==> src/rtl/photon_window_counter_pkg.sv <==
// Shared types and constants for the photon window counter: FSM states,
// the debug view of the counting core, and the saturation helper.
package pwc_pkg;

    localparam int DEFAULT_CNT_W       = 32;
    localparam int DEFAULT_SYNC_STAGES = 2;

    typedef enum logic {
        IDLE     = 1'b0,
        COUNTING = 1'b1
    } pwc_state_e;

    typedef struct packed {
        pwc_state_e state;
        logic       armed;
        logic       load_pending;
        logic       gate_s;
        logic       gate_d;
        logic       gate_rise;
        logic       gate_fall;
        logic       ph_s;
        logic       ph_d;
        logic       ph_rise;
        logic       ph_fall;
    } pwc_dbg_t;

    // All-ones value of a width-bit counter, computed at elaboration time.
    function automatic logic [63:0] sat_max(input int unsigned width);
        if (width >= 64) begin
            return {64{1'b1}};
        end
        return (64'd1 << width) - 64'd1;
    endfunction

endpackage

==> src/rtl/photon_window_counter_if.sv <==
// Result readback channel of the photon window counter.
// Handshake: the producer raises countValid with count/cycles/overflow held
// stable; a rising CLK edge with countValid & countReady consumes the result.
// The producer may replace a pending result, which keeps countValid high.
interface photon_window_counter_if #(
    parameter int CNT_W = pwc_pkg::DEFAULT_CNT_W
);
    logic [CNT_W-1:0] count;
    logic [CNT_W-1:0] cycles;
    logic             countValid;
    logic             countReady;
    logic             overflow;

    modport master (
        output count,
        output cycles,
        output countValid,
        output overflow,
        input  countReady
    );

    modport slave (
        input  count,
        input  cycles,
        input  countValid,
        input  overflow,
        output countReady
    );
endinterface

==> src/rtl/photon_window_counter_sync_edge.sv <==
// Multi-stage synchronizer for one asynchronous input, plus a delayed copy
// and single-cycle rise/fall pulses derived from the synchronized level.
module sync_edge #(
    parameter int STAGES = 2
) (
    input  logic clk,
    input  logic rst,
    input  logic din,
    output logic sync,
    output logic dly,
    output logic rise,
    output logic fall
);

    logic [STAGES-1:0] chain_q;
    logic              dly_q;

    always_ff @(posedge clk or posedge rst) begin
        if (rst) begin
            chain_q <= '0;
            dly_q   <= 1'b0;
        end else begin
            chain_q <= {chain_q[STAGES-2:0], din};
            dly_q   <= chain_q[STAGES-1];
        end
    end

    assign sync = chain_q[STAGES-1];
    assign dly  = dly_q;
    assign rise = chain_q[STAGES-1] & ~dly_q;
    assign fall = ~chain_q[STAGES-1] & dly_q;

endmodule

==> src/rtl/photon_window_counter.sv <==
// Counts synchronized photon edges while the command gate is high, then
// publishes the photon count and window length on a valid/ready channel.
module photon_window_counter
    import pwc_pkg::*;
#(
    parameter int CNT_W       = DEFAULT_CNT_W,
    parameter int SYNC_STAGES = DEFAULT_SYNC_STAGES
) (
    input  logic                    CLK,
    input  logic                    RST,
    input  logic                    COUNT_SIG,
    input  logic                    PHOTON,
    photon_window_counter_if.master res,
    output logic                    dropped,
    output logic                    busy,
    output pwc_dbg_t                dbg
);

    localparam logic [63:0]      SAT64 = sat_max(CNT_W);
    localparam logic [CNT_W-1:0] SAT   = SAT64[CNT_W-1:0];

    logic gate_s, gate_d, gate_rise, gate_fall;
    logic ph_s, ph_d, ph_rise, ph_fall;

    sync_edge #(.STAGES(SYNC_STAGES)) u_gate_sync (
        .clk  (CLK),
        .rst  (RST),
        .din  (COUNT_SIG),
        .sync (gate_s),
        .dly  (gate_d),
        .rise (gate_rise),
        .fall (gate_fall)
    );

    sync_edge #(.STAGES(SYNC_STAGES)) u_photon_sync (
        .clk  (CLK),
        .rst  (RST),
        .din  (PHOTON),
        .sync (ph_s),
        .dly  (ph_d),
        .rise (ph_rise),
        .fall (ph_fall)
    );

    pwc_state_e       state_q, state_d;
    logic [CNT_W-1:0] acc_q, acc_d, acc_sat;
    logic [CNT_W-1:0] cyc_q, cyc_d, cyc_sat;
    logic             ovf_q, ovf_d;
    logic             load_q, load_d;
    logic [SYNC_STAGES:0] prime_q;
    logic             armed_q;

    logic [CNT_W-1:0] count_q, cycles_q;
    logic             overflow_q, valid_q, dropped_q;

    assign acc_sat = (acc_q == SAT) ? acc_q : acc_q + CNT_W'(1);
    assign cyc_sat = (cyc_q == SAT) ? cyc_q : cyc_q + CNT_W'(1);

    // The synchronizer holds reset zeros for a few cycles after RST; a window
    // may only open once the real gate level has been observed low.
    always_ff @(posedge CLK or posedge RST) begin
        if (RST) begin
            prime_q <= '0;
            armed_q <= 1'b0;
        end else begin
            prime_q <= {prime_q[SYNC_STAGES-1:0], 1'b1};
            if (prime_q[SYNC_STAGES] && !gate_s) begin
                armed_q <= 1'b1;
            end
        end
    end

    always_comb begin
        state_d = state_q;
        acc_d   = acc_q;
        cyc_d   = cyc_q;
        ovf_d   = ovf_q;
        load_d  = 1'b0;
        unique case (state_q)
            IDLE: begin
                if (gate_rise && armed_q) begin
                    state_d = COUNTING;
                    acc_d   = ph_rise ? CNT_W'(1) : '0;
                    cyc_d   = CNT_W'(1);
                    ovf_d   = 1'b0;
                end
            end
            COUNTING: begin
                if (gate_fall) begin
                    state_d = IDLE;
                    load_d  = 1'b1;
                end else if (gate_s) begin
                    cyc_d = cyc_sat;
                    if (ph_rise) begin
                        acc_d = acc_sat;
                    end
                    ovf_d = ovf_q | (cyc_sat == SAT) | (ph_rise && (acc_sat == SAT));
                end
            end
            default: state_d = IDLE;
        endcase
    end

    always_ff @(posedge CLK or posedge RST) begin
        if (RST) begin
            state_q <= IDLE;
            acc_q   <= '0;
            cyc_q   <= '0;
            ovf_q   <= 1'b0;
            load_q  <= 1'b0;
        end else begin
            state_q <= state_d;
            acc_q   <= acc_d;
            cyc_q   <= cyc_d;
            ovf_q   <= ovf_d;
            load_q  <= load_d;
        end
    end

    // acc/cyc stay frozen in IDLE, so the load one cycle after the gate fall
    // still sees the closed window even if a new one opens that same cycle.
    always_ff @(posedge CLK or posedge RST) begin
        if (RST) begin
            count_q    <= '0;
            cycles_q   <= '0;
            overflow_q <= 1'b0;
            valid_q    <= 1'b0;
            dropped_q  <= 1'b0;
        end else if (load_q) begin
            count_q    <= acc_q;
            cycles_q   <= cyc_q;
            overflow_q <= ovf_q;
            valid_q    <= 1'b1;
            if (valid_q && !res.countReady) begin
                dropped_q <= 1'b1;
            end
        end else if (valid_q && res.countReady) begin
            valid_q <= 1'b0;
        end
    end

    assign res.count      = count_q;
    assign res.cycles     = cycles_q;
    assign res.overflow   = overflow_q;
    assign res.countValid = valid_q;
    assign dropped        = dropped_q;
    assign busy           = (state_q == COUNTING);

    assign dbg = '{
        state:        state_q,
        armed:        armed_q,
        load_pending: load_q,
        gate_s:       gate_s,
        gate_d:       gate_d,
        gate_rise:    gate_rise,
        gate_fall:    gate_fall,
        ph_s:         ph_s,
        ph_d:         ph_d,
        ph_rise:      ph_rise,
        ph_fall:      ph_fall
    };

endmodule

==> src/flat_wrapper.sv <==
// flat-port wrapper written by rule: the top's interface ports become plain ports
module photon_window_counter_flat import pwc_pkg::*;
#(
    parameter int CNT_W       = DEFAULT_CNT_W,
    parameter int SYNC_STAGES = DEFAULT_SYNC_STAGES
)
  (CLK, RST, COUNT_SIG, PHOTON, dropped, busy, dbg, res_count, res_cycles, res_countValid, res_overflow, res_countReady);
  photon_window_counter_if #(.CNT_W(CNT_W)) res_i ();
  input  logic CLK;
  input  logic RST;
  input  logic COUNT_SIG;
  input  logic PHOTON;
  output logic dropped;
  output logic busy;
  output pwc_dbg_t dbg;
  output wire logic [$bits(res_i.count)-1:0] res_count;
  output wire logic [$bits(res_i.cycles)-1:0] res_cycles;
  output wire logic [$bits(res_i.countValid)-1:0] res_countValid;
  output wire logic [$bits(res_i.overflow)-1:0] res_overflow;
  input wire logic [$bits(res_i.countReady)-1:0] res_countReady;
  assign res_count = res_i.count;
  assign res_cycles = res_i.cycles;
  assign res_countValid = res_i.countValid;
  assign res_overflow = res_i.overflow;
  assign res_i.countReady = res_countReady;
  photon_window_counter #(.CNT_W(CNT_W), .SYNC_STAGES(SYNC_STAGES)) u_core (.CLK(CLK), .RST(RST), .COUNT_SIG(COUNT_SIG), .PHOTON(PHOTON), .res(res_i), .dropped(dropped), .busy(busy), .dbg(dbg));
endmodule
==> config.mk <==
export PLATFORM = sky130hd
export DESIGN_NAME = photon_window_counter_flat
export DESIGN_NICKNAME = d
export VERILOG_FILES = /design/src/rtl/photon_window_counter_pkg.sv /design/src/rtl/photon_window_counter_if.sv /design/src/rtl/photon_window_counter_sync_edge.sv /design/src/rtl/photon_window_counter.sv /design/src/flat_wrapper.sv
export SDC_FILE = /design/constraint.sdc
export NUM_CORES = 1
export LEC_CHECK = 0
export ABC_CLOCK_PERIOD_IN_PS = 9900
export CORE_UTILIZATION = 38
export DETAILED_ROUTE_END_ITERATION = 10
export DONT_BUFFER_PORTS = 1
export REMOVE_ABC_BUFFERS = 1
export SLEW_MARGIN = 20
export SYNTH_ARGS = -nofsm -noshare
export SYNTH_HDL_FRONTEND = slang
export SYNTH_SLANG_ARGS = --single-unit
==> constraint.sdc <==
create_clock -name CLK -period 9.9 [get_ports CLK]
set_clock_uncertainty 0.15 [all_clocks]
set_input_delay 1.98 -clock CLK [delete_from_list [all_inputs] [get_ports CLK]]
set_output_delay 1.98 -clock CLK [all_outputs]
set_load 0.03 [all_outputs]
==> impl_metrics.prom, run 1 <==
# TYPE chip_impl_metric gauge
chip_impl_info{name="worst_setup_path_start_kind",value="flop"} 1
chip_impl_metric{name="syn_inst",unit=""} 756
chip_impl_metric{name="flow.area_growth_from_synthesis",unit="%"} 9.62
chip_impl_metric{name="numClockSinks",unit=""} 144
chip_impl_info{name="cp-end-kind",value="output pin"} 1
chip_impl_metric{name="floorplan.initialDensity",unit="%"} 39.2
chip_impl_metric{name="wl_per_cell",unit="um"} 17.6
chip_impl_info{name="crit_chain",value="inv_1, nor2_1"} 1
chip_impl_metric{name="die_h",unit="um"} 142
chip_impl_info{name="hold_path_class",value="reg -> reg"} 1
chip_impl_info{name="worst_path_max_delay_cell",value="dfrtp_1"} 1
chip_impl_metric{name="gp_routability_congestion",unit=""} 0.860
chip_impl_metric{name="diode_insertion_count_for_antenna_repair",unit=""} 0
chip_impl_info{name="dominantRegCellSynth",value="dfrtp_1"} 1
chip_impl_info{name="critical-path-top-delay-family",value="flip-flops"} 1
chip_impl_info{name="yosys.area.top_type",value="dfrtp_1"} 1
chip_impl_metric{name="share_of_synthesized_area_occupied_by_flip_flops_and_latches",unit="%"} 48.5
chip_impl_metric{name="postCtsResizedCells",unit=""} 0
chip_impl_metric{name="worstPathBufferInverterCount",unit=""} 1
chip_impl_info{name="run_status",value="completed"} 1
chip_impl_metric{name="drive_above_1_share",unit="%"} 16.1
chip_impl_metric{name="synth.mux.area_fraction",unit="%"} 10.1
chip_impl_metric{name="finalMaxSlewViolations",unit=""} 0
chip_impl_metric{name="synth_compound_gate_area_share",unit="%"} 15.7
chip_impl_info{name="worstReg2RegEnd",value="u_core.ovf_q"} 1
chip_impl_info{name="whs_endpoint",value="u_core.prime_q[2]"} 1
chip_impl_metric{name="max_slew.worst_pin.slew",unit="ps"} 986
chip_impl_info{name="netlist_top_cells_count",value="144 x dfrtp_1, 85 x nand2_1, 82 x o21ai_0"} 1
chip_impl_metric{name="crit_path_max_fanout",unit=""} 5
chip_impl_metric{name="tritoncts.num_buffers",unit=""} 17
chip_impl_metric{name="dr.pass1.iters",unit=""} 5
chip_impl_metric{name="cts_max_path_buffers",unit=""} 2
chip_impl_metric{name="detail_route.wirelength",unit="mm"} 17.4
chip_impl_metric{name="grt_first_pass_wirelength",unit="mm"} 28.7
chip_impl_metric{name="clock_latency",unit="ps"} 420
chip_impl_metric{name="syn_area",unit="mm2"} 0.00744
chip_impl_info{name="tritoncts",value="yes"} 1
chip_impl_metric{name="fin_worst_hold_slack",unit="ps"} 199
chip_impl_metric{name="routed-via-count",unit=""} 5559
chip_impl_metric{name="antenna_violating_nets_post_route",unit=""} 0
chip_impl_metric{name="rrSetupSlack",unit="ps"} 6260
chip_impl_metric{name="grt_antenna_before_repair",unit=""} 0
chip_impl_info{name="timing.rr.start",value="u_core.cyc_q[0]"} 1
chip_impl_metric{name="setup_tns",unit="ps"} 0
chip_impl_info{name="synth.area.top_cells",value="dfrtp_1 48%, mux2_2 10%, o21ai_0 5.5%"} 1
chip_impl_metric{name="fp.coreArea",unit="mm2"} 0.0190
chip_impl_metric{name="grt-ovfl-total",unit=""} 0
chip_impl_metric{name="post-synth-top-area-fraction",unit="%"} 48.5
chip_impl_metric{name="port-buffer-count",unit=""} 0
chip_impl_metric{name="worst_slew_margin_rel",unit="%"} 33.6
chip_impl_metric{name="synth_seq_cells",unit=""} 144
chip_impl_metric{name="syn-mean-instance-area",unit="um2"} 9.84
chip_impl_metric{name="yosys.area_share.xor_xnor",unit="%"} 3.06
chip_impl_metric{name="max-cap-violations",unit=""} 0
chip_impl_metric{name="grt_max_degree",unit=""} 93
chip_impl_metric{name="timing.hold.worst_path_depth",unit=""} 0
chip_impl_info{name="cts-root-buf",value="clkbuf_16"} 1
chip_impl_metric{name="layout_min_cycle_time",unit="ps"} 3770
chip_impl_metric{name="die_w",unit="um"} 142
chip_impl_metric{name="post-cts-setup-buffers",unit=""} 0
chip_impl_metric{name="yosysWarningCount",unit=""} 0
chip_impl_metric{name="h_tree_levels",unit=""} 4
chip_impl_info{name="rsz0062_at_grt",value="no"} 1
chip_impl_metric{name="die_area",unit="mm2"} 0.0201
chip_impl_metric{name="filler_cell_count",unit=""} 1838
chip_impl_metric{name="post_synthesis_share_of_cell_area_spent_on_full_adders_half_adders_and_majority_gates",unit="%"} 0.337
chip_impl_metric{name="dp_hpwl",unit="mm"} 11.7
chip_impl_metric{name="finalCritPeriodShare",unit="%"} 38.1
chip_impl_metric{name="ys_async_rst_share",unit="%"} 100
chip_impl_metric{name="synth-edff-count",unit=""} 0
chip_impl_metric{name="report.final.setup_viol",unit=""} 0
chip_impl_info{name="crit_type",value="reg -> out"} 1
chip_impl_metric{name="crit_arrival",unit="ps"} 1640
chip_impl_metric{name="slowest_delay",unit="ps"} 570
chip_impl_metric{name="ir_worst_vdd",unit="uV"} 127
chip_impl_metric{name="first_iter_violations",unit=""} 324
chip_impl_metric{name="post_drt_via_cell_ratio",unit=""} 5.60
chip_impl_metric{name="route.detailed.drc",unit=""} 0
chip_impl_metric{name="gr-usage-all-layers",unit="%"} 18.2
chip_impl_metric{name="pwr_density_cell",unit="mW/mm2"} 178
chip_impl_metric{name="clkSlewWorstSetupHoldPaths",unit="ps"} 60
chip_impl_metric{name="worstRegToRegCells",unit=""} 9
chip_impl_metric{name="finalHoldViolations",unit=""} 0
chip_impl_metric{name="hold_buffers",unit=""} 0
chip_impl_metric{name="synthSimpleGateAreaFrac",unit="%"} 17.8
chip_impl_metric{name="crit_cells",unit=""} 2
chip_impl_metric{name="finish.net_count",unit=""} 726
chip_impl_metric{name="first_global_vias",unit=""} 5204
chip_impl_info{name="most_frequently_used_cell_type_in_the_post_synthesis_netlist",value="dfrtp_1"} 1
chip_impl_metric{name="placementRows",unit=""} 50
chip_impl_info{name="combinational_family_with_the_most_area_after_synthesis",value="simple AND/OR/NAND/NOR gates"} 1
chip_impl_metric{name="leakagePower",unit="nW"} 3.40
chip_impl_metric{name="required_worst_endpoint",unit="ps"} 7770
chip_impl_info{name="timing.hold.worst.start",value="u_core.prime_q[1]"} 1
chip_impl_metric{name="synth.distinct_cells",unit=""} 59
chip_impl_metric{name="maxClockFrequency",unit="MHz"} 265
chip_impl_metric{name="floorplan.io_pins",unit=""} 84
## metrics by stage
step           setup WS (ps)  area (um2)  power, mW  std cells  utilization (%)
3_3_place_gp            6350        7520      0.779        960             39.7
2_1_floorplan           3900        7150      0.746        695                -
4_1_cts                 6100        8150       1.47        992             43.0
5_1_grt                 6000        8150       1.51        992             43.0
3_5_place_dp            6320        7520      0.780        960             39.7
6_report                6130        8150       1.45        992             43.0
## sequential cells by signal (all words and copies together), names as in the netlist
name / flops
u_core.cyc_q: 32
u_core.busy: 1
u_core.u_photon_sync.chain_q: 2
u_core.acc_q: 32
u_core.res.cycles: 32
u_core.prime_q: 3
u_core.res.overflow: 1
u_core.res.count: 32
u_core.u_gate_sync.dly: 1
u_core.load_q: 1
u_core.res.countValid: 1
u_core.u_photon_sync.dly: 1
u_core.u_gate_sync.chain_q: 2
u_core.dropped: 1
u_core.ovf_q: 1
u_core.armed_q: 1
## layout by cell type, fill, tap and decap left out, types with 3 or more instances in the layout
master	synthesis	routed
xor2_1	7	7
clkbuf_16	0	17
clkinv_4	0	4
dfrtp_1	144	143
a31oi_1	15	15
a22o_1	6	6
nor2_1	40	40
bufinv_16	0	4
o211ai_1	4	4
o31ai_1	21	21
nand2_1	85	84
buf_4	11	5
a21oi_1	27	27
xnor2_1	19	19
nor3_1	18	18
inv_1	12	11
o21ai_0	82	82
or3_1	4	4
or4_1	4	4
nand4_1	24	24
mux2_2	66	66
a21o_1	6	6
o41ai_1	3	3
and3_1	15	15
and2_1	8	8
nand3_1	32	32
and4_1	8	8
nor4_1	7	7
## how the worst max path moves through the flow
stage | startpoint | end | slack (ps)
2_1_floorplan | RST | u_core.acc_q[0] | 3900
3_3_place_gp | RST | u_core.load_q | 6350
3_5_place_dp | RST | u_core.load_q | 6320
4_1_cts | u_core.u_gate_sync.chain_q[1] | dbg[5] | 6100
5_1_grt | u_core.cyc_q[0] | u_core.ovf_q | 6000
6_report | u_core.u_gate_sync.chain_q[1] | dbg[5] | 6130
## area by class of cell
type                            instances  area [um2]  area share, %
Sequential cell                       144        3610           44.3
Multi-Input combinational cell        539        3500           42.9
Clock buffer                           20         447           5.48
Tap cell                              260         325           3.99
Clock inverter                         12         184           2.26
Inverter                               12        50.0          0.614
Timing Repair Buffer                    5        37.5          0.460
## power breakdown
| group | internal (mW) | total [mW] | switching, mW |
|---|---|---|---|
| sequential | 0.610 | 0.672 | 0.0617 |
| combinational | 0.0365 | 0.0961 | 0.0596 |
| clock | 0.430 | 0.684 | 0.254 |
## cell families after synthesis
family	after synthesis
and+or+nand+nor	260
AOI/OAI and AO/OA	183
DFF	144
buffers and inverters	73
muxes	67
xor gates and xnor gates	26
adders and majority gates	2
other	1
## routing by layer
layer / GRT usage (%) / part of all wire (%)
met5: 0 / 0
met4: 4.64 / 0.81
met3: 5.03 / 6.1
met2: 27.9 / 46
met1: 25.2 / 47
Power figures use the tool's default switching activity.
==> inputs of run 2 (changes only) <==
--- a/config.mk
+++ b/config.mk
@@ -5,7 +5,7 @@
 export SDC_FILE = /design/constraint.sdc
 export NUM_CORES = 1
 export LEC_CHECK = 0
-export ABC_CLOCK_PERIOD_IN_PS = 9900
+export ABC_CLOCK_PERIOD_IN_PS = 3650
 export CORE_UTILIZATION = 38
 export DETAILED_ROUTE_END_ITERATION = 10
 export DONT_BUFFER_PORTS = 1
==> constraint.sdc (replaced) <==
create_clock -name CLK -period 3.65 [get_ports CLK]
set_clock_uncertainty 0.15 [all_clocks]
set_input_delay 0.73 -clock CLK [delete_from_list [all_inputs] [get_ports CLK]]
set_output_delay 0.73 -clock CLK [all_outputs]
set_load 0.03 [all_outputs]
==> impl_metrics.prom, run 2 (same netlist as run 1, synthesis figures left out) <==
# TYPE chip_impl_metric gauge
chip_impl_metric{name="dp_hpwl",unit="mm"} 12.3
chip_impl_metric{name="ir_worst_vdd",unit="uV"} 354
chip_impl_metric{name="finish.net_count",unit=""} 738
chip_impl_metric{name="required_worst_endpoint",unit="ps"} 3830
chip_impl_info{name="worst_path_max_delay_cell",value="or4_1"} 1
chip_impl_info{name="cts-root-buf",value="clkbuf_16"} 1
chip_impl_metric{name="die_area",unit="mm2"} 0.0201
chip_impl_metric{name="placementRows",unit=""} 50
chip_impl_metric{name="worstRegToRegCells",unit=""} 9
chip_impl_metric{name="tritoncts.num_buffers",unit=""} 17
chip_impl_metric{name="gp_routability_congestion",unit=""} 0.851
chip_impl_metric{name="fin_worst_hold_slack",unit="ps"} 114
chip_impl_info{name="crit_type",value="reg -> reg"} 1
chip_impl_metric{name="power.switching",unit="mW"} 1.05
chip_impl_metric{name="postCtsResizedCells",unit=""} 0
chip_impl_info{name="timing.rr.start",value="u_core.cyc_q[0]"} 1
chip_impl_metric{name="clkSlewWorstSetupHoldPaths",unit="ps"} 70
chip_impl_metric{name="first_iter_violations",unit=""} 336
chip_impl_metric{name="die_w",unit="um"} 142
chip_impl_metric{name="route.detailed.drc",unit=""} 0
chip_impl_metric{name="report.final.setup_viol",unit=""} 0
chip_impl_metric{name="numClockSinks",unit=""} 144
chip_impl_metric{name="leakagePower",unit="nW"} 3.47
chip_impl_info{name="crit_chain",value="ha_1, nand4_1, or4_1, a2111oi_4, and3_1, o22ai_1, nor4b_2, a32oi_1, o31ai_1"} 1
chip_impl_info{name="hold_path_class",value="in -> async"} 1
chip_impl_metric{name="layout_min_cycle_time",unit="ps"} 3270
chip_impl_metric{name="met2_usage",unit="%"} 30.4
chip_impl_metric{name="max_slew.worst_pin.slew",unit="ps"} 875
chip_impl_metric{name="floorplan.io_pins",unit=""} 84
chip_impl_metric{name="final.setup.worst_slack",unit="ps"} 378
chip_impl_info{name="worst_setup_path_start_kind",value="flop"} 1
chip_impl_metric{name="worst_slew_margin_rel",unit="%"} 41.4
chip_impl_metric{name="finalHoldViolations",unit=""} 0
chip_impl_metric{name="rrSetupSlack",unit="ps"} 380
chip_impl_metric{name="post-cts-setup-buffers",unit=""} 0
chip_impl_metric{name="h_tree_levels",unit=""} 4
chip_impl_metric{name="pwr_density_cell",unit="mW/mm2"} 491
chip_impl_metric{name="setup_tns",unit="ps"} 0
chip_impl_metric{name="wl_per_cell",unit="um"} 18.2
chip_impl_metric{name="grt_first_pass_wirelength",unit="mm"} 30.1
chip_impl_metric{name="grt_use_met1",unit="%"} 25.4
chip_impl_metric{name="grt_max_degree",unit=""} 72
chip_impl_metric{name="antenna_violating_nets_post_route",unit=""} 0
chip_impl_metric{name="crit_arrival",unit="ps"} 3450
chip_impl_metric{name="comb_power_share",unit="%"} 7.5
chip_impl_metric{name="finalMaxSlewViolations",unit=""} 0
chip_impl_metric{name="layoutNonFillerInstCount",unit=""} 1004
chip_impl_metric{name="post_drt_via_cell_ratio",unit=""} 5.66
chip_impl_info{name="layout_commonest_cell",value="dfrtp_1"} 1
chip_impl_metric{name="maxClockFrequency",unit="MHz"} 306
chip_impl_metric{name="power_frac_clock",unit="%"} 48.1
chip_impl_info{name="run_status",value="completed"} 1
chip_impl_metric{name="gr-usage-all-layers",unit="%"} 19.4
chip_impl_info{name="rsz0062_at_grt",value="no"} 1
chip_impl_metric{name="grt_antenna_before_repair",unit=""} 0
chip_impl_metric{name="pre_cts_slack",unit="ps"} 465
chip_impl_metric{name="cts_max_path_buffers",unit=""} 2
chip_impl_metric{name="detail_route.wirelength",unit="mm"} 18.2
chip_impl_metric{name="crit_path_max_fanout",unit=""} 8
chip_impl_metric{name="grt-ovfl-total",unit=""} 0
chip_impl_metric{name="first_global_vias",unit=""} 5537
chip_impl_metric{name="place.detailed.instances",unit=""} 972
chip_impl_metric{name="fp.coreArea",unit="mm2"} 0.0190
chip_impl_metric{name="p_int",unit="mW"} 3.00
chip_impl_metric{name="global_route.usage.met3",unit="%"} 5.13
chip_impl_metric{name="hold_buffers",unit=""} 0
chip_impl_metric{name="dr.pass1.iters",unit=""} 5
chip_impl_info{name="worstReg2RegEnd",value="u_core.ovf_q"} 1
chip_impl_info{name="commonest_cells_after_routing_fill_and_taps_aside",value="143 x dfrtp_1, 85 x nand2_1, 82 x o21ai_0"} 1
chip_impl_metric{name="floorplan.initialDensity",unit="%"} 39.2
chip_impl_info{name="tritoncts",value="yes"} 1
chip_impl_metric{name="flow.area_growth_from_synthesis",unit="%"} 11.1
chip_impl_metric{name="finalCritPeriodShare",unit="%"} 89.7
chip_impl_info{name="grt.busiest_layer",value="met2"} 1
chip_impl_metric{name="switching_share",unit="%"} 26.0
chip_impl_metric{name="port-buffer-count",unit=""} 0
chip_impl_info{name="setup.worst_path.start",value="u_core.cyc_q[0]"} 1
chip_impl_metric{name="diode_insertion_count_for_antenna_repair",unit=""} 0
chip_impl_metric{name="max-cap-violations",unit=""} 0
chip_impl_metric{name="die_h",unit="um"} 142
chip_impl_metric{name="routed-via-count",unit=""} 5682
chip_impl_metric{name="drive_above_1_share",unit="%"} 17.3
chip_impl_info{name="cp-end-kind",value="flop"} 1
chip_impl_metric{name="seqPwrFrac",unit="%"} 44.4
chip_impl_metric{name="slowest_delay",unit="ps"} 600
chip_impl_metric{name="clock_latency",unit="ps"} 440
==> run 2: how the worst max path moves through the flow <==
stage	to	slack, ps	cells past startpoint
final	u_core.ovf_q	380	9
after global routing	u_core.ovf_q	100	9
after CTS	u_core.ovf_q	410	9
after detailed placement	u_core.ovf_q	460	9
after global placement	u_core.ovf_q	560	9
after floorplan	u_core.acc_q[0]	-1100	1
==> run 2: routing by layer <==
metal	routed length, um	part of all wire [%]	vias up
met3	1050	5.8	28
li1	-	-	2698
met4	377	2.1	0
met2	8620	47	159
met5	0	0	-
met1	8180	45	2797
==> run 2: layout make-up <==
| class | count | area, um2 |
|---|---|---|
| inverter | 12 | 50.0 |
| clock buffer | 20 | 447 |
| fill | 1824 | 10700 |
| multi-input combinational | 539 | 3500 |
| sequential | 144 | 3610 |
| tap | 260 | 325 |
| clock inverter | 12 | 206 |
| timing repair buffer | 17 | 128 |
==> run 2: stage by stage <==
stage / power [mW] / util, % / cell area [um2]
after CTS: 4.10 / 43.6 / 8260
final: 4.06 / 43.6 / 8260
after global placement: 2.13 / 40.1 / 7610
after floorplan: 2.02 / - / 7150
after global routing: 4.23 / 43.6 / 8260
after detailed placement: 2.14 / 40.1 / 7610
==> run 2: power groups by stage <==
stage / Clock [mW] / Combinational [mW] / Sequential (mW)
after floorplan: 0 / 0.204 / 1.82
after global placement: 0 / 0.302 / 1.83
after detailed placement: 0 / 0.305 / 1.83
after CTS: 1.99 / 0.306 / 1.80
after global routing: 2.07 / 0.341 / 1.82
final: 1.95 / 0.305 / 1.80
==> run 2: worst max-delay path: cells and delay by family (launching register included) <==
kind / cells / cell delay (ps)
and+or+nand+nor: 4 / 1290
AOI/OAI and AO/OA: 4 / 900
DFF: 1 / 460
adders and majority gates: 1 / 380
